--- src/rtl/coin_acceptor_if.sv ---
// Coin acceptor signal bundle: raw sensors and enable in, coin code and status out.
// master is the acceptor side, slave is the vending controller / sensor side.
interface coin_acceptor_if;
   logic       sense_one;
   logic       sense_two;
   logic       en;
   logic [1:0] coin;
   logic       full;
   logic       reject;
   logic [7:0] total;

   modport master (
      input  sense_one, sense_two, en,
      output coin, full, reject, total
   );

   modport slave (
      output sense_one, sense_two, en,
      input  coin, full, reject, total
   );
endinterface

--- src/rtl/coin_acceptor.sv ---
// Coin acceptor: synchronise and debounce two coin sensors, queue accepted coins,
// and transmit one single-cycle code per coin followed by GAP idle cycles.
module coin_acceptor #(
   parameter int unsigned DEBOUNCE = 4,
   parameter int unsigned DEPTH    = 4,
   parameter int unsigned GAP      = 1
) (
   input logic            clk,
   input logic            rst,
   coin_acceptor_if.master bus
);
   localparam int unsigned AW = $clog2(DEPTH);
   localparam int unsigned CW = $clog2(DEBOUNCE + 1);
   localparam int unsigned GW = $clog2(GAP + 1);

   typedef enum logic [1:0] {S_IDLE, S_SEND, S_GAP} state_t;

   state_t        state;
   logic [1:0]    sync_one, sync_two;
   logic [CW-1:0] cnt_one, cnt_two;
   logic          arm_one, arm_two;
   logic          mem [DEPTH];
   logic [AW-1:0] wr_ptr, rd_ptr;
   logic [AW:0]   count, count_nxt;
   logic [GW-1:0] gcnt;
   logic          det_one, det_two, start, push, drop;
   logic [8:0]    sum;

   always_comb begin
      det_one   = sync_one[1] && arm_one && (cnt_one == CW'(DEBOUNCE - 1));
      det_two   = sync_two[1] && arm_two && (cnt_two == CW'(DEBOUNCE - 1));
      // The last gap cycle doubles as IDLE so queued codes come out every GAP+1 cycles.
      start     = bus.en && (count != '0) &&
                  ((state == S_IDLE) || ((state == S_GAP) && (gcnt == GW'(1))));
      push      = (det_one ^ det_two) && ((count != (AW+1)'(DEPTH)) || start);
      drop      = (det_one && det_two) || ((det_one ^ det_two) && !push);
      count_nxt = count + {{AW{1'b0}}, push} - {{AW{1'b0}}, start};
      sum       = {1'b0, bus.total} + (bus.coin[0] ? 9'd2 : 9'd1);
   end

   always_ff @(posedge clk) begin
      if (!rst) begin
         sync_one   <= '0;
         sync_two   <= '0;
         cnt_one    <= '0;
         cnt_two    <= '0;
         arm_one    <= 1'b0;
         arm_two    <= 1'b0;
         wr_ptr     <= '0;
         rd_ptr     <= '0;
         count      <= '0;
         gcnt       <= '0;
         state      <= S_IDLE;
         bus.coin   <= '0;
         bus.full   <= 1'b0;
         bus.reject <= 1'b0;
         bus.total  <= '0;
      end else begin
         sync_one <= {sync_one[0], bus.sense_one};
         sync_two <= {sync_two[0], bus.sense_two};

         if (!sync_one[1]) begin
            cnt_one <= '0;
            arm_one <= 1'b1;
         end else begin
            if (cnt_one != CW'(DEBOUNCE)) cnt_one <= cnt_one + 1'b1;
            if (det_one) arm_one <= 1'b0;
         end

         if (!sync_two[1]) begin
            cnt_two <= '0;
            arm_two <= 1'b1;
         end else begin
            if (cnt_two != CW'(DEBOUNCE)) cnt_two <= cnt_two + 1'b1;
            if (det_two) arm_two <= 1'b0;
         end

         if (push) begin
            mem[wr_ptr] <= det_two;
            wr_ptr      <= wr_ptr + 1'b1;
         end
         if (start) rd_ptr <= rd_ptr + 1'b1;
         count      <= count_nxt;
         bus.full   <= (count_nxt == (AW+1)'(DEPTH));
         bus.reject <= drop;

         if (start) begin
            bus.coin <= {1'b1, mem[rd_ptr]};
            state    <= S_SEND;
         end else begin
            case (state)
               S_SEND: begin
                  bus.coin  <= '0;
                  bus.total <= sum[8] ? '1 : sum[7:0];
                  gcnt      <= GW'(GAP);
                  state     <= S_GAP;
               end
               S_GAP: begin
                  bus.coin <= '0;
                  gcnt     <= gcnt - 1'b1;
                  if (gcnt == GW'(1)) state <= S_IDLE;
               end
               default: begin
                  bus.coin <= '0;
                  state    <= S_IDLE;
               end
            endcase
         end
      end
   end
endmodule

--- src/flat_wrapper.sv ---
// flat-port wrapper written by rule: the top's interface ports become plain ports
module coin_acceptor_flat 
#(
   parameter int unsigned DEBOUNCE = 4,
   parameter int unsigned DEPTH    = 4,
   parameter int unsigned GAP      = 1
)
  (clk, rst, bus_sense_one, bus_sense_two, bus_en, bus_coin, bus_full, bus_reject, bus_total);
  coin_acceptor_if bus_i ();
  input logic clk;
  input logic rst;
  input wire logic [$bits(bus_i.sense_one)-1:0] bus_sense_one;
  input wire logic [$bits(bus_i.sense_two)-1:0] bus_sense_two;
  input wire logic [$bits(bus_i.en)-1:0] bus_en;
  output wire logic [$bits(bus_i.coin)-1:0] bus_coin;
  output wire logic [$bits(bus_i.full)-1:0] bus_full;
  output wire logic [$bits(bus_i.reject)-1:0] bus_reject;
  output wire logic [$bits(bus_i.total)-1:0] bus_total;
  assign bus_i.sense_one = bus_sense_one;
  assign bus_i.sense_two = bus_sense_two;
  assign bus_i.en = bus_en;
  assign bus_coin = bus_i.coin;
  assign bus_full = bus_i.full;
  assign bus_reject = bus_i.reject;
  assign bus_total = bus_i.total;
  coin_acceptor #(.DEBOUNCE(DEBOUNCE), .DEPTH(DEPTH), .GAP(GAP)) u_core (.clk(clk), .rst(rst), .bus(bus_i));
endmodule
--- config.mk ---
export PLATFORM = sky130hd
export DESIGN_NAME = coin_acceptor_flat
export DESIGN_NICKNAME = d
export VERILOG_FILES = /design/src/rtl/coin_acceptor_if.sv /design/src/rtl/coin_acceptor.sv /design/src/flat_wrapper.sv
export SDC_FILE = /design/constraint.sdc
export NUM_CORES = 1
export LEC_CHECK = 0
export BUFFER_PORTS_ARGS = -buffer_cell sky130_fd_sc_hd__clkbuf_2
export CORE_MARGIN = 8
export CORE_UTILIZATION = 35
export DETAILED_ROUTE_END_ITERATION = 6
export SLEW_MARGIN = 30
export SYNTH_ARGS = -nofsm -noshare
export SYNTH_HDL_FRONTEND = slang
export SYNTH_SLANG_ARGS = --single-unit
--- constraint.sdc ---
create_clock -name clk -period 3.3 [get_ports clk]
set_input_delay 0.33 -clock clk [delete_from_list [all_inputs] [get_ports clk]]
set_output_delay 0.33 -clock clk [all_outputs]
set_load 0.01 [all_outputs]
==> flow_summary.ini <==
[status]
status = completed

[placed_design]
io_buffers = 16
gp_congestion = 0.7567
hpwl_um = 2320
place_ws_ns = 0.6842

[route]
num_vias = 1283
final_antenna_net_count = 0
avgViaCountPerCell = 4.665
routed_wl_um = 3150
first_iter_violations = 44
wl_per_cell_um = 11.45
drc_errors = 0
detailedRoute.firstPassIterationCount = 4

[cells_and_area]
fin_nets = 230
syn_to_final_growth_pct = 11.51
multi_input_area_um2 = 932.1
fillers = 542
diodes = 0
final_layout_size_suffix_gt1_frac = 0.1463
ff_latch_area_um2 = 840.8

[flow_run]
cap_viol_max_count = 0

[synthesis]
synthArstFlopShare = 0
syn-mean-instance-area_um2 = 10.06
ys_types = 41
synth_edf_count = 4
yosysSeqAreaShare = 0.4471
netlist_area_um2 = 1881
yosys_warnings = 0
synth_cells = 187
yosysTopAreaCell = dfxtp_1
synthTopCellsByCount = 36 x dfxtp_1, 20 x inv_1, 18 x ha_1
synth_seq_cells = 40
synth.top_cell.area_share = 0.3832
yosysMostFrequentCell = dfxtp_1
syn-num-nets = 212
synth_flop_cell = dfxtp_1
ys_top_cells_by_area = dfxtp_1 38%, ha_1 12%, edfxtp_1 6.4%

[clock_tree]
numCtsBuffers = 5
path_clk_slew_ns = 0.07
post_cts_buffers = 0
ctsHoldBuffers = 0
clk_path_buf_depth = 2
h-tree-depth = 2
cts_tree = built
cts_root_buf = clkbuf_8
ctsResizeCount = 0
clkLatencyLatePin_ns = 0.28
clkSinkCount = 40

[floorplanning]
core_area_um2 = 5140
fp.dieH_um = 89.30
start_util = 0.3659
ios = 17
rows = 26
fp.dieArea_um2 = 7974
die_w_um = 89.30

[setup_path]
crit_chain = ha_1 -> ha_1 -> and3_1 -> ha_1 -> nand2_1 -> o22ai_2 -> ha_1 -> fa_1 -> nor4_1
crit_top_cell = ha_1
critPathMaxFanout = 7
crit_type = reg2reg
slowest_stage = fa_1
cp.required_ns = 3.49
start_kind = flip-flop
slowest_delay_ns = 0.42
endpoint_kind = flip-flop
cp.arrival_ns = 2.81

[grt]
track_usage = 0.09032
grt_pass1_vias = 1239
grt_pass1_wl_um = 5444
grt_start_max_net_pins = 30
grt_overflow = 0
grt_antenna_before_repair = 0

[sta]
period_share = 0.7928
hold_violations = 0
rsz0062_at_grt = false
maxSlewHeadroom = 0.6697
setup_tns_ns = 0
layout_setup_ws_ns = 0.6837
worst_pin_slew_ns = 0.4955
fmax_mhz = 382.2
skew_ns = 0.003070
slew_viol_final = 0
period_needed_ns = 2.616
finalSetupViolations = 0
whs_ns = 0.2435

[min_path]
worst_hold_path_type = in2reg

[pwr]
leakage_nw = 0.8602
power_density_nw_per_um2 = 562.4
peakVddDrop_mv = 0.2135
[kinds of logic (layout without fill, tap and decap cells)]
group | Yosys count | count (layout) | share of synthesized area
and+or+nand+nor | 61 | 61 | 0.1916
DFF | 40 | 40 | 0.4471
AOI/OAI and AO/OA | 28 | 28 | 0.09514
buffers and inverters | 26 | 44 | 0.05722
adders and majority gates | 20 | 20 | 0.1411
muxes | 8 | 8 | 0.04924
xor gates and xnor gates | 4 | 4 | 0.01863
[placed cells by master (no fill, tap or decap), drive strengths merged, types with 3 or more instances in the layout]
| cell type | n |
|---|---|
| clkbuf | 22 |
| edfxtp | 4 |
| and3 | 8 |
| o21ai | 5 |
| xnor2 | 4 |
| or3 | 3 |
| a21oi | 11 |
| nand2b | 4 |
| a31oi | 5 |
| mux2i | 7 |
| ha | 18 |
| dfxtp | 36 |
| nor2b | 3 |
| nor2 | 3 |
| and4b | 3 |
| inv | 20 |
| nand2 | 16 |
| nand3 | 4 |
| and2 | 8 |
[per-layer routing]
layer  track usage  up-vias  routed length, µm
li1              -      677                  -
met1        0.1050      589               1546
met2        0.1448       13               1425
met3       0.02757        4                113
met4       0.04985        0                 63
met5             0        -                  0
[flip-flops by register name (all words and copies together), names as in the netlist, named ones only]
| signal | count |
|---|---|
| u_core.bus.full | 1 |
| u_core.cnt_two | 3 |
| u_core.bus.reject | 1 |
| u_core.bus.coin | 2 |
| u_core.mem | 4 |
| u_core.sync_one | 2 |
| u_core.wr_ptr | 2 |
| u_core.state | 2 |
| u_core.arm_one | 1 |
| u_core.sync_two | 2 |
| u_core.rd_ptr | 2 |
| u_core.cnt_one | 3 |
| u_core.count | 3 |
| u_core.bus.total | 8 |
| u_core.gcnt | 1 |
| u_core.arm_two | 1 |
[path summary, 6_finish.rpt]
| kind | from | end | slack, ns | cells past startpoint |
|---|---|---|---|---|
| setup / recovery | u_core.cnt_two[0]$_SDFFE_PN0P_ | u_core.bus.full$_SDFF_PN0_ | 0.68 | 9 |
| hold / removal | bus_sense_one | u_core.sync_one[0]$_SDFF_PN0_ | 0.24 | 2 |
| setup reg to reg | u_core.cnt_two[0]$_SDFFE_PN0P_ | u_core.bus.full$_SDFF_PN0_ | 0.68 | 9 |
| hold reg to reg | u_core.sync_one[0]$_SDFF_PN0_ | u_core.sync_one[1]$_SDFF_PN0_ | 0.43 | 1 |
[through the flow]
stage               std cells  area, µm²  utilization  total power, mW
finish                    275       2097       0.4080            1.179
global route              275       2097       0.4080            1.262
CTS                       275       2097       0.4080            1.205
detailed placement        268       2019       0.3929           0.8950
global placement          268       2019       0.3929           0.8902
floorplan                 187       1881            -           0.8318
[final cells by class]
| class | count | share of cell area |
|---|---|---|
| Clock buffer | 6 | 0.03461 |
| Clock inverter | 1 | 0.002387 |
| Inverter | 21 | 0.03759 |
| Multi-Input combinational cell | 121 | 0.4445 |
| Sequential cell | 40 | 0.4010 |
| Tap cell | 70 | 0.04177 |
| Timing Repair Buffer | 16 | 0.03819 |
[worst max-delay path, delay by kind of cell, from the launching register on]
kind | cells | cell delay, ns
and+or+nand+nor | 3 | 0.56
DFF | 1 | 0.33
adders and majority gates | 5 | 1.36
AOI/OAI and AO/OA | 1 | 0.28
[power breakdown]
part	switching, mW	leakage (nW)	internal [mW]
clock	0.157	0.0410	0.144
sequential	0.0406	0.330	0.548
combinational	0.148	0.489	0.141
total	0.346	0.860	0.833
Power figures use the tool's default switching activity.
